### src/rtl/branch_resolver.sv
// Conditional-branch resolver: drives the C_ALU comparator, waits CMP_WAIT cycles,
// then returns taken/next-PC. Define BRANCH_RESOLVER_STATS_EN for delivery counters.
module branch_resolver #(
    parameter int WIDTH    = 16,
    parameter int CMP_WAIT = 1,
    parameter int PC_STEP  = 1,
    parameter int CNT_W    = 16
) (
    input  logic             clk,
    input  logic             rst,
    input  logic             flush,
    input  logic             req_valid,
    output logic             req_ready,
    input  logic [1:0]       req_op,
    input  logic [WIDTH-1:0] req_a,
    input  logic [WIDTH-1:0] req_b,
    input  logic [WIDTH-1:0] req_pc,
    input  logic [WIDTH-1:0] req_offset,
    output logic [1:0]       cmp_op,
    output logic [WIDTH-1:0] cmp_in0,
    output logic [WIDTH-1:0] cmp_in1,
    input  logic             cmp_out,
    output logic             res_valid,
    input  logic             res_ready,
    output logic             res_taken,
    output logic [WIDTH-1:0] res_next_pc
`ifdef BRANCH_RESOLVER_STATS_EN
    ,
    output logic [CNT_W-1:0] stat_total,
    output logic [CNT_W-1:0] stat_taken
`endif
);

    typedef enum logic [1:0] {
        IDLE = 2'd0,
        CMP  = 2'd1,
        RESP = 2'd2
    } state_t;

    state_t           state;
    logic [3:0]       wait_cnt;
    logic [WIDTH-1:0] pc_q;
    logic [WIDTH-1:0] offset_q;
    logic [WIDTH-1:0] fall_through;
    logic [WIDTH-1:0] target;

    // NOTE: req_ready is a continuous assign on state and flush only, so no latch
    // and no path from req_valid back into the handshake.
    assign req_ready    = (state == IDLE) && !flush;
    assign fall_through = pc_q + WIDTH'(PC_STEP);
    assign target       = fall_through + offset_q;

    // NOTE: all state below is updated with non-blocking assignments so every
    // register samples pre-edge values regardless of statement order.
    always_ff @(posedge clk) begin
        if (rst) begin
            state       <= IDLE;
            wait_cnt    <= '0;
            pc_q        <= '0;
            offset_q    <= '0;
            cmp_op      <= 2'b00;
            cmp_in0     <= '0;
            cmp_in1     <= '0;
            res_valid   <= 1'b0;
            res_taken   <= 1'b0;
            res_next_pc <= '0;
        end else begin
            case (state)
                IDLE: begin
                    if (req_valid && req_ready) begin
                        cmp_op   <= req_op;
                        cmp_in0  <= req_a;
                        cmp_in1  <= req_b;
                        pc_q     <= req_pc;
                        offset_q <= req_offset;
                        wait_cnt <= 4'(CMP_WAIT - 1);
                        state    <= CMP;
                    end
                end
                CMP: begin
                    if (flush) begin
                        wait_cnt <= '0;
                        state    <= IDLE;
                    end else if (wait_cnt == 4'd0) begin
                        res_taken   <= cmp_out;
                        res_next_pc <= cmp_out ? target : fall_through;
                        res_valid   <= 1'b1;
                        state       <= RESP;
                    end else begin
                        wait_cnt <= wait_cnt - 4'd1;
                    end
                end
                RESP: begin
                    // A flush coinciding with res_ready discards the result.
                    if (flush) begin
                        res_valid <= 1'b0;
                        wait_cnt  <= '0;
                        state     <= IDLE;
                    end else if (res_ready) begin
                        res_valid <= 1'b0;
                        state     <= IDLE;
                    end
                end
                default: state <= IDLE;
            endcase
        end
    end

`ifdef BRANCH_RESOLVER_STATS_EN
    always_ff @(posedge clk) begin
        if (rst) begin
            stat_total <= '0;
            stat_taken <= '0;
        end else if (state == RESP && res_valid && res_ready && !flush) begin
            stat_total <= stat_total + 1'b1;
            if (res_taken) stat_taken <= stat_taken + 1'b1;
        end
    end
`endif

endmodule

### config.mk
export PLATFORM = sky130hd
export DESIGN_NAME = branch_resolver
export DESIGN_NICKNAME = d
export VERILOG_FILES = /design/src/rtl/branch_resolver.sv
export SDC_FILE = /design/constraint.sdc
export NUM_CORES = 1
export LEC_CHECK = 0
export CORE_MARGIN = 2
export CORE_UTILIZATION = 52
export CTS_BUF_LIST = sky130_fd_sc_hd__clkbuf_16
export DETAILED_ROUTE_END_ITERATION = 10
export PLACE_DENSITY = 0.93
export SLEW_MARGIN = 30
export SYNTH_ARGS = -nofsm -noshare
export SYNTH_HDL_FRONTEND = slang
export SYNTH_SLANG_ARGS = --single-unit
### constraint.sdc
create_clock -name clk -period 4.4 [get_ports clk]
set_input_delay 0.88 -clock clk [delete_from_list [all_inputs] [get_ports clk]]
set_output_delay 0.88 -clock clk [all_outputs]
set_load 0.01 [all_outputs]
Word level (Yosys, flattened, before mapping)
Index checks and enable logic that the tools add are counted.

Register bits: 90.

Add/subtract/negate cells: 3. Equality and inequality tests: 9. Mux-type cells: 17. Bitwise operators: 1. Reductions and logical operators: 12.

Operators with widths (count): $add A16 B1 Y16 const B (1); $add A16 B16 Y16 (1); $mux W16 (1); $mux W4 (4); $pmux W4 S3 (1); $mux W2 (5); $ne A3 B3 Y1 const B (3); $reduce_and A4 Y1 (2); $ne A2 B2 Y1 const B (3); $pmux W2 S3 (1); $reduce_and A3 Y1 (2); $logic_not A4 Y1 (1); $mux W1 (4); $sub A4 B1 Y4 const B (1); $reduce_bool A3 Y1 (1); $eq A2 B1 Y1 const B (1); $eq A2 B2 Y1 const B (1); $logic_and A1 B1 Y1 (2); $logic_not A2 Y1 (1); $ne A2 B1 Y1 const B (1); $pmux W1 S2 (1); $reduce_and A2 Y1 (1); $reduce_bool A2 Y1 (1); $logic_not A1 Y1 (1); $not A1 Y1 (1).

Logic depth before layout (Yosys ltp)
Depth in word-level cells: 5. Mapped depth: 13. Mapped depth without buffers: 12.

Worst setup path after synthesis
No wires, ideal clock.

Path type: register -> register. Start point: reg pc_q[0]. End point: reg res_next_pc[15]. Library setup time: 122 ps. Data arrival time: 2799 ps. Data required time: 4278 ps. Path slack: 1479 ps. Stages on the path, launching flop included: 14. Buffers on the path: 1. Period minus slack after synthesis: 2921 ps. Path through: dfxtp_1 -> ha_1 -> nand3_1 -> nor2_1 -> and4_1 -> xor2_1 -> ha_1 -> buf_2 -> a21oi_1 -> o211ai_1 -> a221oi_1 -> nand4_1 -> and4b_1 -> a311o_1.

Word-level cells in the longest chain between the ends: 3.

Ends and longest elaborated chain: start: declaration (RTL line 42) `logic [WIDTH-1:0] pc_q;`; start signal: assignment (RTL line 74) `pc_q <= req_pc;`; $add A16 B1 Y16 * (RTL line 50) `assign fall_through = pc_q + WIDTH'(PC_STEP);`; $add A16 B16 Y16 (RTL line 51) `assign target = fall_through + offset_q;`; $mux W16 * (RTL line 86) `res_next_pc <= cmp_out ? target : fall_through;`; end signal: assignment (RTL line 86); end: declaration (RTL line 26) `output logic [WIDTH-1:0] res_next_pc`.

Every way passes the cells marked *; elsewhere a longest branch is shown, timed or not. A chain may end at the register's enable or synchronous reset.

Worst setup path in the final report
Start point: in flush. End point: out req_ready.

Word-level cells in the longest chain between the ends: 2.

Ends and longest elaborated chain: start: declaration (RTL line 11) `input logic flush,`; $logic_not A1 Y1 (RTL line 49) `assign req_ready = (state == IDLE) && !flush;`; $logic_and A1 B1 Y1 (RTL line 49); end: declaration (RTL line 13) `output logic req_ready,`.

No other way between the ends.

==> metrics.cfg <==
[sta]
finalSetupViolCount = 0
slew_violations = 0
finClkSkew_ps = 8.749
worstMarginPinSlew_ps = 897.4
relSlewSlack_pct = 40.17
hold_viol = 0
tns_ps = 0
rsz0062_at_grt = no
layout_min_cycle_time_ps = 3456
max_freq_mhz = 289.3
timing.final.crit_share_pct = 78.55

[logic_synthesis]
synth_edf_count = 0
synth_seq_cells = 90
yosys.area.top_type_share_pct = 40.99
syn_inst = 567
syn_avg_cell_area_um2 = 7.752
synth_compound_area_share_pct = 19.33
yosysSeqAreaShare_pct = 40.99
syn-cell-area_um2 = 4395
post_synth_xor_area_fraction_pct = 4.583
ys_async_sr_fraction_pct = 0
synth_area_leader_cell = dfxtp_1
synthSimpleGateAreaFrac_pct = 23.37
synth_area_leaders = dfxtp_1 (41%), nand2_1 (14%), a21oi_1 (11%), ha_1 (6.3%), xnor2_1 (2.8%)
yosys_warnings = 0
synth_top_family_by_area = simple AND/OR/NAND/NOR gates
synth_ff_type = dfxtp_1
synth_mux_area_share_pct = 1.167
syn_nets = 662
synthAdderAreaFrac_pct = 6.718
yosysUniqueCellTypes = 51

[critical_path]
cp_data_arrival_time_ps = 2580
r2r_setup_slack_ps = 1020
start_kind = input pin
crit_fanout = 8
reg2reg_depth = 12
worst_setup_path_end_kind = output pin
required_ps = 3520
cp-endpoint = req_ready
crit_start = flush
reg2reg_to = res_next_pc[15]$_SDFFE_PP0P_
timing.rr.start = pc_q[0]$_SDFFE_PP0P_
criticalPathCategory = in -> out

[final_layout]
area_growth_syn_to_layout_pct = 36.49
layout.nets = 771
drive_gt1_share_pct = 4.405
final_cell_mix = nand2_1 (163), clkdlybuf4s50_1 (123), a21oi_1 (95)
antenna_cells = 0
final_common_cell = nand2_1

[die]
ios = 125
rows = 33
coreArea_um2 = 8217
start_util_pct = 53.49
dieArea_um2 = 9204
fp.dieH_um = 95.94
fp.dieW_um = 95.94

[clocking]
post_cts_buffers = 0
numCtsBuffers = 9
cts_resized = 0
hold_buffers = 0
clockBufferDepth = 2
tritoncts = built
clock_sinks = 90
path_clk_slew_ps = 60
clockRootBuffer = clkbuf_16
htree_num_levels = 3
clkLatencyLatePin_ps = 340

[route]
wl_per_cell_um = 15.41
met1_length_um = 4940
wl_met3_um = 889
vias = 4449
wirelength_um = 12110
firstDrtPassIters = 5
route.met2.wl_um = 5945
ant_nets = 0
vias_per_cell = 5.660
highest_layer = met4
drc = 0
dr.first_iter.drc_count = 236

[status]
outcome = finished, final reports clean

[power]
p_total_mw = 2.006
p_leak_nw = 2.320
max-vdd-ir-drop_uv = 230.4
powerDensity_nw_per_um2 = 334.4

[global_route]
grt_pass1_vias = 4171
antenna_found_initial = 0
grt_start_max_net_pins = 67
grt_pass1_wl_um = 19350
grt_use_total_pct = 26.77
grt.overflow.total = 0

[hold_path]
hold_path_class = reg -> reg

[job]
drv_cap = 0

[place]
gp_congestion = 1.024
dp_hpwl_um = 8613
place.port_buffers = 124

==> synth_stat cells (2+ instances only) <==
library cell  count
nor2_1           25
a221oi_1          3
a211oi_1          6
a311oi_1          3
inv_1            10
ha_1             22
xnor2_1          14
or3_1             3
buf_2             8
a22oi_1           4
mux2i_1           4
o211ai_1          5
o21ai_0          10
a21oi_1          95
nand4_1           5
dfxtp_1          90
xor2_1            9
clkbuf_1         21
nor3_1            9
nand2_1         164
nand3_1           9
and3_1            3
nand3b_1          2
nand2b_1          3
nor3_2            3
a21o_1            7
o21a_1            3
and4_1            2
a31oi_1           3
==> flip-flops by register name, indices dropped and copies added, names as in the netlist, 2 cells and up <==
| signal | cells |
|---|---|
| offset_q | 16 |
| cmp_op | 2 |
| res_next_pc | 16 |
| cmp_in1 | 16 |
| pc_q | 16 |
| cmp_in0 | 16 |
| state | 2 |
| wait_cnt | 4 |
==> worst min path at each step <==
stage,startpoint,endpoint,slack (ps),cells after the start
after floorplan,offset_q[0]$_SDFFE_PP0P_,offset_q[0]$_SDFFE_PP0P_,440,2
after global placement,cmp_in1[3]$_SDFFE_PP0P_,cmp_in1[3]$_SDFFE_PP0P_,440,2
after detailed placement,cmp_op[1]$_SDFFE_PP0P_,cmp_op[1]$_SDFFE_PP0P_,450,2
final,cmp_in1[9]$_SDFFE_PP0P_,cmp_in1[9]$_SDFFE_PP0P_,450,2
after global routing,cmp_op[1]$_SDFFE_PP0P_,cmp_op[1]$_SDFFE_PP0P_,470,2
after CTS,cmp_in1[9]$_SDFFE_PP0P_,cmp_in1[9]$_SDFFE_PP0P_,450,2
==> per-stage QoR <==
stage / hold slack (ps) / area, um^2 / cells / utilization [%] / setup slack (ps)
global placement: 441.1 / 5677 / 770 / 69.09 / 1201
finish: 451.7 / 6000 / 786 / 73.02 / 943.6
global route: 473.5 / 6000 / 786 / 73.02 / 815.4
CTS: 454.5 / 6000 / 786 / 73.02 / 946.7
detailed placement: 447.6 / 5682 / 770 / 69.15 / 969.2
floorplan: 440.0 / 4395 / 567 / - / 1479
==> area by class of cell <==
type / instances / area [um^2]
clock buffer: 9 / 225.2
clock inverter: 7 / 92.59
fill: 605 / 2217
inverter: 11 / 41.29
multi-input combinational: 435 / 2434
sequential: 90 / 1802
tap: 105 / 131.4
timing repair buffer: 129 / 1274
==> kinds of logic (layout without fill, tap and decap cells) <==
kind of cell	count (synthesis)	in the layout
AND/OR/NAND/NOR	237	237
adder cells (fa/ha/maj)	23	23
flip-flops	90	90
XOR/XNOR	23	23
AO/OA/AOI/OAI	147	147
multiplexers	5	5
buffers and inverters	42	156
==> worst max-delay path, cell delays in order <==
cell and delay, ps:
clkdlybuf4s50_1 550, nor3_1 500, clkdlybuf4s50_1 650
==> report_power, final <==
part | switching, mW | internal, mW | total (mW)
combinational | 0.149 | 0.153 | 0.302
sequential | 0.0312 | 0.855 | 0.886
clock | 0.321 | 0.497 | 0.818
total | 0.502 | 1.50 | 2.01
==> metal layers <==
layer	GRT usage, %	vias up
met2	43.82	193
met5	0	-
li1	-	2164
met4	11.31	0
met1	33.48	2060
met3	6.813	32
(Power assumes the default switching activity.)
